===== config.mk =====
export PLATFORM = sky130hd
export DESIGN_NAME = key_event_queue
export DESIGN_NICKNAME = d
export VERILOG_FILES = /design/src/rtl/keypad_pkg.sv /design/src/rtl/evt_fifo.sv /design/src/rtl/key_event_queue.sv
export SDC_FILE = /design/constraint.sdc
export NUM_CORES = 1
export LEC_CHECK = 0
export CORE_UTILIZATION = 59
export CTS_CLUSTER_SIZE = 24
export DETAILED_ROUTE_END_ITERATION = 10
export PLACE_DENSITY = 0.79
export SYNTH_ARGS = -nofsm -noshare
export SYNTH_HDL_FRONTEND = slang
export SYNTH_SLANG_ARGS = --single-unit

===== constraint.sdc =====
create_clock -name clk -period 3.7 [get_ports clk]
set_clock_uncertainty 0.05 [all_clocks]
set_input_delay 1.11 -clock clk [delete_from_list [all_inputs] [get_ports clk]]
set_output_delay 1.11 -clock clk [all_outputs]
set_load 0.02 [all_outputs]

===== src/rtl/keypad_pkg.sv =====
// Shared key codes, direction constants, FSM states and the queued event format
// for the keypad event path.
package keypad_pkg;

    localparam logic [4:0] KEY_UP    = 5'b00001;
    localparam logic [4:0] KEY_DOWN  = 5'b01001;
    localparam logic [4:0] KEY_LEFT  = 5'b00100;
    localparam logic [4:0] KEY_RIGHT = 5'b00110;

    localparam logic [1:0] DIR_UP    = 2'b00;
    localparam logic [1:0] DIR_DOWN  = 2'b01;
    localparam logic [1:0] DIR_LEFT  = 2'b10;
    localparam logic [1:0] DIR_RIGHT = 2'b11;

    typedef enum logic [1:0] {
        IDLE = 2'b00,
        HOLD = 2'b01,
        RPT  = 2'b10
    } kq_state_t;

    typedef struct packed {
        logic       rpt;
        logic       is_dir;
        logic [1:0] dir;
        logic [4:0] code;
    } key_evt_t;

    localparam int EVT_W = $bits(key_evt_t);

    // Arrow keys map to a direction; everything else is a plain key with dir 00.
    function automatic key_evt_t make_evt(input logic [4:0] code, input logic rpt);
        key_evt_t e;
        e.rpt    = rpt;
        e.code   = code;
        e.is_dir = 1'b1;
        e.dir    = DIR_UP;
        case (code)
            KEY_UP:    e.dir = DIR_UP;
            KEY_DOWN:  e.dir = DIR_DOWN;
            KEY_LEFT:  e.dir = DIR_LEFT;
            KEY_RIGHT: e.dir = DIR_RIGHT;
            default: begin
                e.is_dir = 1'b0;
                e.dir    = DIR_UP;
            end
        endcase
        return e;
    endfunction

endpackage


===== src/rtl/evt_fifo.sv =====
// Small synchronous FIFO: push/drop on the write side, valid/ready on the read side.
// Head data is read straight from storage and forced to zero when empty.
module evt_fifo #(
    parameter int WIDTH = 9,
    parameter int DEPTH = 4
) (
    input  logic             clk,
    input  logic             rst_n,
    input  logic             push,
    input  logic [WIDTH-1:0] push_data,
    output logic             rd_valid,
    input  logic             rd_ready,
    output logic [WIDTH-1:0] rd_data,
    output logic             overflow
);

    localparam int AW = $clog2(DEPTH);

    logic [AW:0]      wptr_q;
    logic [AW:0]      rptr_q;
    logic [WIDTH-1:0] mem [DEPTH];
    logic             empty;
    logic             full;
    logic             pop;
    logic             wr_en;

    assign empty = (wptr_q == rptr_q);
    assign full  = (wptr_q[AW] != rptr_q[AW]) && (wptr_q[AW-1:0] == rptr_q[AW-1:0]);
    assign pop   = !empty && rd_ready;
    // A pop in the same cycle frees the slot the push needs.
    assign wr_en = push && (!full || pop);

    always_ff @(posedge clk or negedge rst_n) begin
        if (!rst_n) begin
            wptr_q   <= '0;
            rptr_q   <= '0;
            overflow <= 1'b0;
        end else begin
            if (wr_en) wptr_q <= wptr_q + 1'b1;
            if (pop)   rptr_q <= rptr_q + 1'b1;
            overflow <= push && full && !pop;
        end
    end

    always_ff @(posedge clk) begin
        if (wr_en) mem[wptr_q[AW-1:0]] <= push_data;
    end

    assign rd_valid = !empty;
    assign rd_data  = empty ? '0 : mem[rptr_q[AW-1:0]];

endmodule


===== src/rtl/key_event_queue.sv =====
// Converts the scanner's level outputs into press/repeat events and queues them.
//   state | meaning
//   IDLE  | no key down; next registered key_ready starts a press
//   HOLD  | key held, timing the initial repeat delay
//   RPT   | key held past the first repeat, timing the repeat period
module key_event_queue
    import keypad_pkg::*;
#(
    parameter int DEPTH         = 4,
    parameter int REPEAT_EN     = 1,
    parameter int REPEAT_DELAY  = 25_000_000,
    parameter int REPEAT_PERIOD = 10_000_000
) (
    input  logic       clk,
    input  logic       rst_n,
    input  logic [4:0] key_code,
    input  logic       key_ready,
    output logic       evt_valid,
    input  logic       evt_ready,
    output logic [4:0] evt_code,
    output logic [1:0] evt_dir,
    output logic       evt_is_dir,
    output logic       evt_rpt,
    output logic       overflow
);

    localparam int MAX_DLY = (REPEAT_DELAY > REPEAT_PERIOD) ? REPEAT_DELAY : REPEAT_PERIOD;
    localparam int CW      = $clog2(MAX_DLY);
    localparam logic [CW-1:0] DLY_TC = CW'(REPEAT_DELAY - 1);
    localparam logic [CW-1:0] PER_TC = CW'(REPEAT_PERIOD - 1);

    kq_state_t      state_q, state_d;
    logic [CW-1:0]  cnt_q, cnt_d;
    logic [4:0]     code_lat_q, code_lat_d;
    logic [4:0]     key_code_q;
    logic           key_ready_q;
    logic [CW-1:0]  term_cnt;
    logic           push;
    logic           push_rpt;
    logic [EVT_W-1:0] push_data;
    logic [EVT_W-1:0] head_raw;
    key_evt_t       head;

    always_ff @(posedge clk or negedge rst_n) begin
        if (!rst_n) begin
            key_ready_q <= 1'b0;
            key_code_q  <= '0;
            state_q     <= IDLE;
            cnt_q       <= '0;
            code_lat_q  <= '0;
        end else begin
            key_ready_q <= key_ready;
            key_code_q  <= key_code;
            state_q     <= state_d;
            cnt_q       <= cnt_d;
            code_lat_q  <= code_lat_d;
        end
    end

    assign term_cnt = (state_q == RPT) ? PER_TC : DLY_TC;

    always_comb begin
        state_d    = state_q;
        cnt_d      = cnt_q;
        code_lat_d = code_lat_q;
        push       = 1'b0;
        push_rpt   = 1'b0;
        unique case (state_q)
            IDLE: begin
                cnt_d = '0;
                if (key_ready_q) begin
                    push       = 1'b1;
                    code_lat_d = key_code_q;
                    state_d    = HOLD;
                end
            end
            HOLD, RPT: begin
                if (!key_ready_q) begin
                    cnt_d   = '0;
                    state_d = IDLE;
                end else if (key_code_q != code_lat_q) begin
                    push       = 1'b1;
                    code_lat_d = key_code_q;
                    cnt_d      = '0;
                    state_d    = HOLD;
                end else if (cnt_q == term_cnt) begin
                    // With repeat disabled the counter parks at terminal count.
                    if (REPEAT_EN != 0) begin
                        push     = 1'b1;
                        push_rpt = 1'b1;
                        cnt_d    = '0;
                        state_d  = RPT;
                    end
                end else begin
                    cnt_d = cnt_q + CW'(1);
                end
            end
            default: begin
                cnt_d   = '0;
                state_d = IDLE;
            end
        endcase
    end

    assign push_data = make_evt(key_code_q, push_rpt);

    evt_fifo #(
        .WIDTH (EVT_W),
        .DEPTH (DEPTH)
    ) u_fifo (
        .clk       (clk),
        .rst_n     (rst_n),
        .push      (push),
        .push_data (push_data),
        .rd_valid  (evt_valid),
        .rd_ready  (evt_ready),
        .rd_data   (head_raw),
        .overflow  (overflow)
    );

    assign head       = head_raw;
    assign evt_code   = head.code;
    assign evt_dir    = head.dir;
    assign evt_is_dir = head.is_dir;
    assign evt_rpt    = head.rpt;

endmodule


==> results.sh <==
export IMPL_critPathKind="flop to output port"
export IMPL_initial_utilization_pct=62.44
export IMPL_wl_per_cell_um=16.05
export IMPL_fin_cells=403
export IMPL_syn_inst=292
export IMPL_die_x_um=81.86
export IMPL_tritoncts="done"
export IMPL_p_leak_nw=1.588
export IMPL_cts_clk_slew_worst_paths_ns=0.08
export IMPL_critical_path_endpoint_type="output port"
export IMPL_cts_buffers=9
export IMPL_die_area_um2=6700
export IMPL_ioPinCount=20
export IMPL_gp_congestion=0.8165
export IMPL_async_reset_ff_share_pct=55.56
export IMPL_relSlewSlack_pct=46.84
export IMPL_wirelength_um=6470
export IMPL_synthTopCellsByArea="dfrtp_1 (30%), edfxtp_1 (29%), mux4_2 (5.4%)"
export IMPL_ant_nets=0
export IMPL_setup_viol=0
export IMPL_cp_max_fo=10
export IMPL_route_vias_total=2329
export IMPL_die_y_um=81.86
export IMPL_status="finished clean"
export IMPL_maxCapViolCount=0
export IMPL_ys_flop_type="dfrtp_1"
export IMPL_syn_num_nets=310
export IMPL_grt_max_degree=30
export IMPL_syn_to_final_growth_pct=12.54
export IMPL_hold_buffers=0
export IMPL_finalCriticalPeriod_ns=3.478
export IMPL_drive_above_1_share_pct=14.02
export IMPL_core_um2=6026
export IMPL_place_inst=387
export IMPL_clock_latency_ns=0.34
export IMPL_dp_hpwl_um=4502
export IMPL_yosysTopAreaCell="dfrtp_1"
export IMPL_drc=0
export IMPL_syn_avg_cell_area_um2=12.88
export IMPL_viasPerCell=5.779
export IMPL_cts_sinks=81
export IMPL_vdd_drop_max_mv=0.4688
export IMPL_crit_required_ns=2.54
export IMPL_hold_viol=0
export IMPL_power_density_nw_per_um2=633.5
export IMPL_grt_pass1_wl_um=10460
export IMPL_antenna_found_initial=0
export IMPL_diodes=0
export IMPL_slew_viol_final=0
export IMPL_synth_common_cells="dfrtp_1 (45), nor2_1 (37), edfxtp_1 (36)"
export IMPL_hp_class="flop to flop"
export IMPL_synth_edf_count=36
export IMPL_yosysUniqueCellTypes=46
export IMPL_synthDominantCellAreaShare_pct=29.93
export IMPL_clk_path_buf_depth=2
export IMPL_r2r_setup_slack_ns=0.81
export IMPL_fin_tns_setup_ns=0
export IMPL_grt_usage_pct=21.88
export IMPL_nets=341
export IMPL_fin_crit_sh_pct=93.99
export IMPL_rsz0062_at_grt="no"
export IMPL_ys_seq_area_share_pct=58.66
export IMPL_grt_overflow_total=0
export IMPL_ys_ff_latch=81
export IMPL_yosysMostFrequentCell="dfrtp_1"
export IMPL_row_count=28
export IMPL_synth_yosys_warnings=0
export IMPL_syn_area_um2=3762
export IMPL_htree_levels=3
export IMPL_cts_root_buf="clkbuf_8"
export IMPL_port_buffers=19
export IMPL_crit_arrival_ns=2.32
export IMPL_grt_pass1_vias=2172
export IMPL_start_kind="flop"
export IMPL_fmax_mhz=287.5
export IMPL_drtIter0Drc=129
export IMPL_firstDrtPassIters=4
export IMPL_worst_pin_slew_ns=0.7944
-- worst paths after layout --
kind,startpoint,endpoint,cells after the start
hold reg to reg,code_lat_q[3],code_lat_q[3],1
max in group asynchronous,rst_n,key_ready_q,2
setup / recovery,u_fifo.wptr_q[1],evt_valid,4
hold / removal,code_lat_q[3],code_lat_q[3],1
setup reg to reg,state_q[0],u_fifo.mem[0][2],6
min in group asynchronous,rst_n,key_code_q[0],1
-- registers in the layout (all words and copies together) (netlist names) --
name / count
u_fifo.mem: 36
cnt_q: 25
code_lat_q: 5
key_code_q: 5
u_fifo.rptr_q: 3
u_fifo.wptr_q: 3
state_q: 2
key_ready_q: 1
u_fifo.overflow: 1
-- worst max-delay path, cell delays in order, from the launching register on --
cell and delay (ns):
dfrtp_1 0.44, xor2_1 0.21, nor3b_2 0.60, inv_1 0.15
clkdlybuf4s50_1 0.57
-- stage by stage --
stage / power, mW / util, % / hold WS (ns) / worst slack [ns] / cell area, µm²
final: 2.682 / 70.27 / 0.4793 / 0.2222 / 4234
after global routing: 2.819 / 70.27 / 0.4969 / 0.1052 / 4234
after CTS: 2.706 / 70.27 / 0.4819 / 0.1778 / 4234
after detailed placement: 2.150 / 67.32 / 0.4653 / 0.08709 / 4056
after global placement: 2.117 / 67.32 / 0.4526 / 0.1995 / 4056
after floorplan: 1.778 / - / 0.4196 / 0.9001 / 3762
-- layout make-up --
type | instances | area, µm²
Multi-Input combinational cell | 190 | 1463
Clock buffer | 10 | 127.6
Tap cell | 75 | 93.84
Inverter | 14 | 52.55
Timing Repair Buffer | 27 | 245.2
Fill cell | 444 | 1792
Sequential cell | 81 | 2207
Clock inverter | 6 | 45.04
-- cells in the final DEF (no fill, tap or decap), types with 5 or more instances in the layout --
| cell type | instances |
|---|---|
| and3_1 | 7 |
| buf_4 | 8 |
| clkbuf_8 | 9 |
| clkdlybuf4s50_1 | 18 |
| dfrtp_1 | 45 |
| edfxtp_1 | 36 |
| ha_1 | 9 |
| inv_1 | 14 |
| mux2_2 | 7 |
| mux4_2 | 9 |
| nand2_1 | 8 |
| nand3_1 | 9 |
| nand4_1 | 9 |
| nor2_1 | 37 |
| nor2b_1 | 10 |
| nor3_1 | 6 |
| nor4_1 | 5 |
| xnor2_1 | 18 |
| xor2_1 | 15 |
-- power breakdown --
group | internal [mW] | switching (mW) | total (mW)
combinational | 0.476 | 0.495 | 0.971
clock | 0.244 | 0.312 | 0.556
sequential | 1.08 | 0.0748 | 1.16
total | 1.80 | 0.882 | 2.68
-- timing repair --
| item | in CTS | in global routing |
|---|---|---|
| buffers inserted | 0 | 0 |
| endpoints found under the setup margin | 10 | 0 |
| resized for setup | 1 | 0 |
-- logic make-up (layout without fill, tap and decap cells) --
group / after synthesis / in the layout / share of synthesized area [%]
compound gates: 19 / 19 / 4.124
xor+xnor: 33 / 33 / 7.682
mux: 16 / 16 / 7.483
buf+inv: 21 / 57 / 2.594
fa+ha+maj: 9 / 9 / 2.993
simple gates: 113 / 113 / 16.46
flops: 81 / 81 / 58.66
-- routing by layer --
metal | track usage (%) | part of all wire, %
met1 | 32.88 | 49
met2 | 31.98 | 46
met3 | 3.000 | 3.3
met4 | 9.474 | 1.7
met5 | 0 | 0
Power figures use the tool's default switching activity.
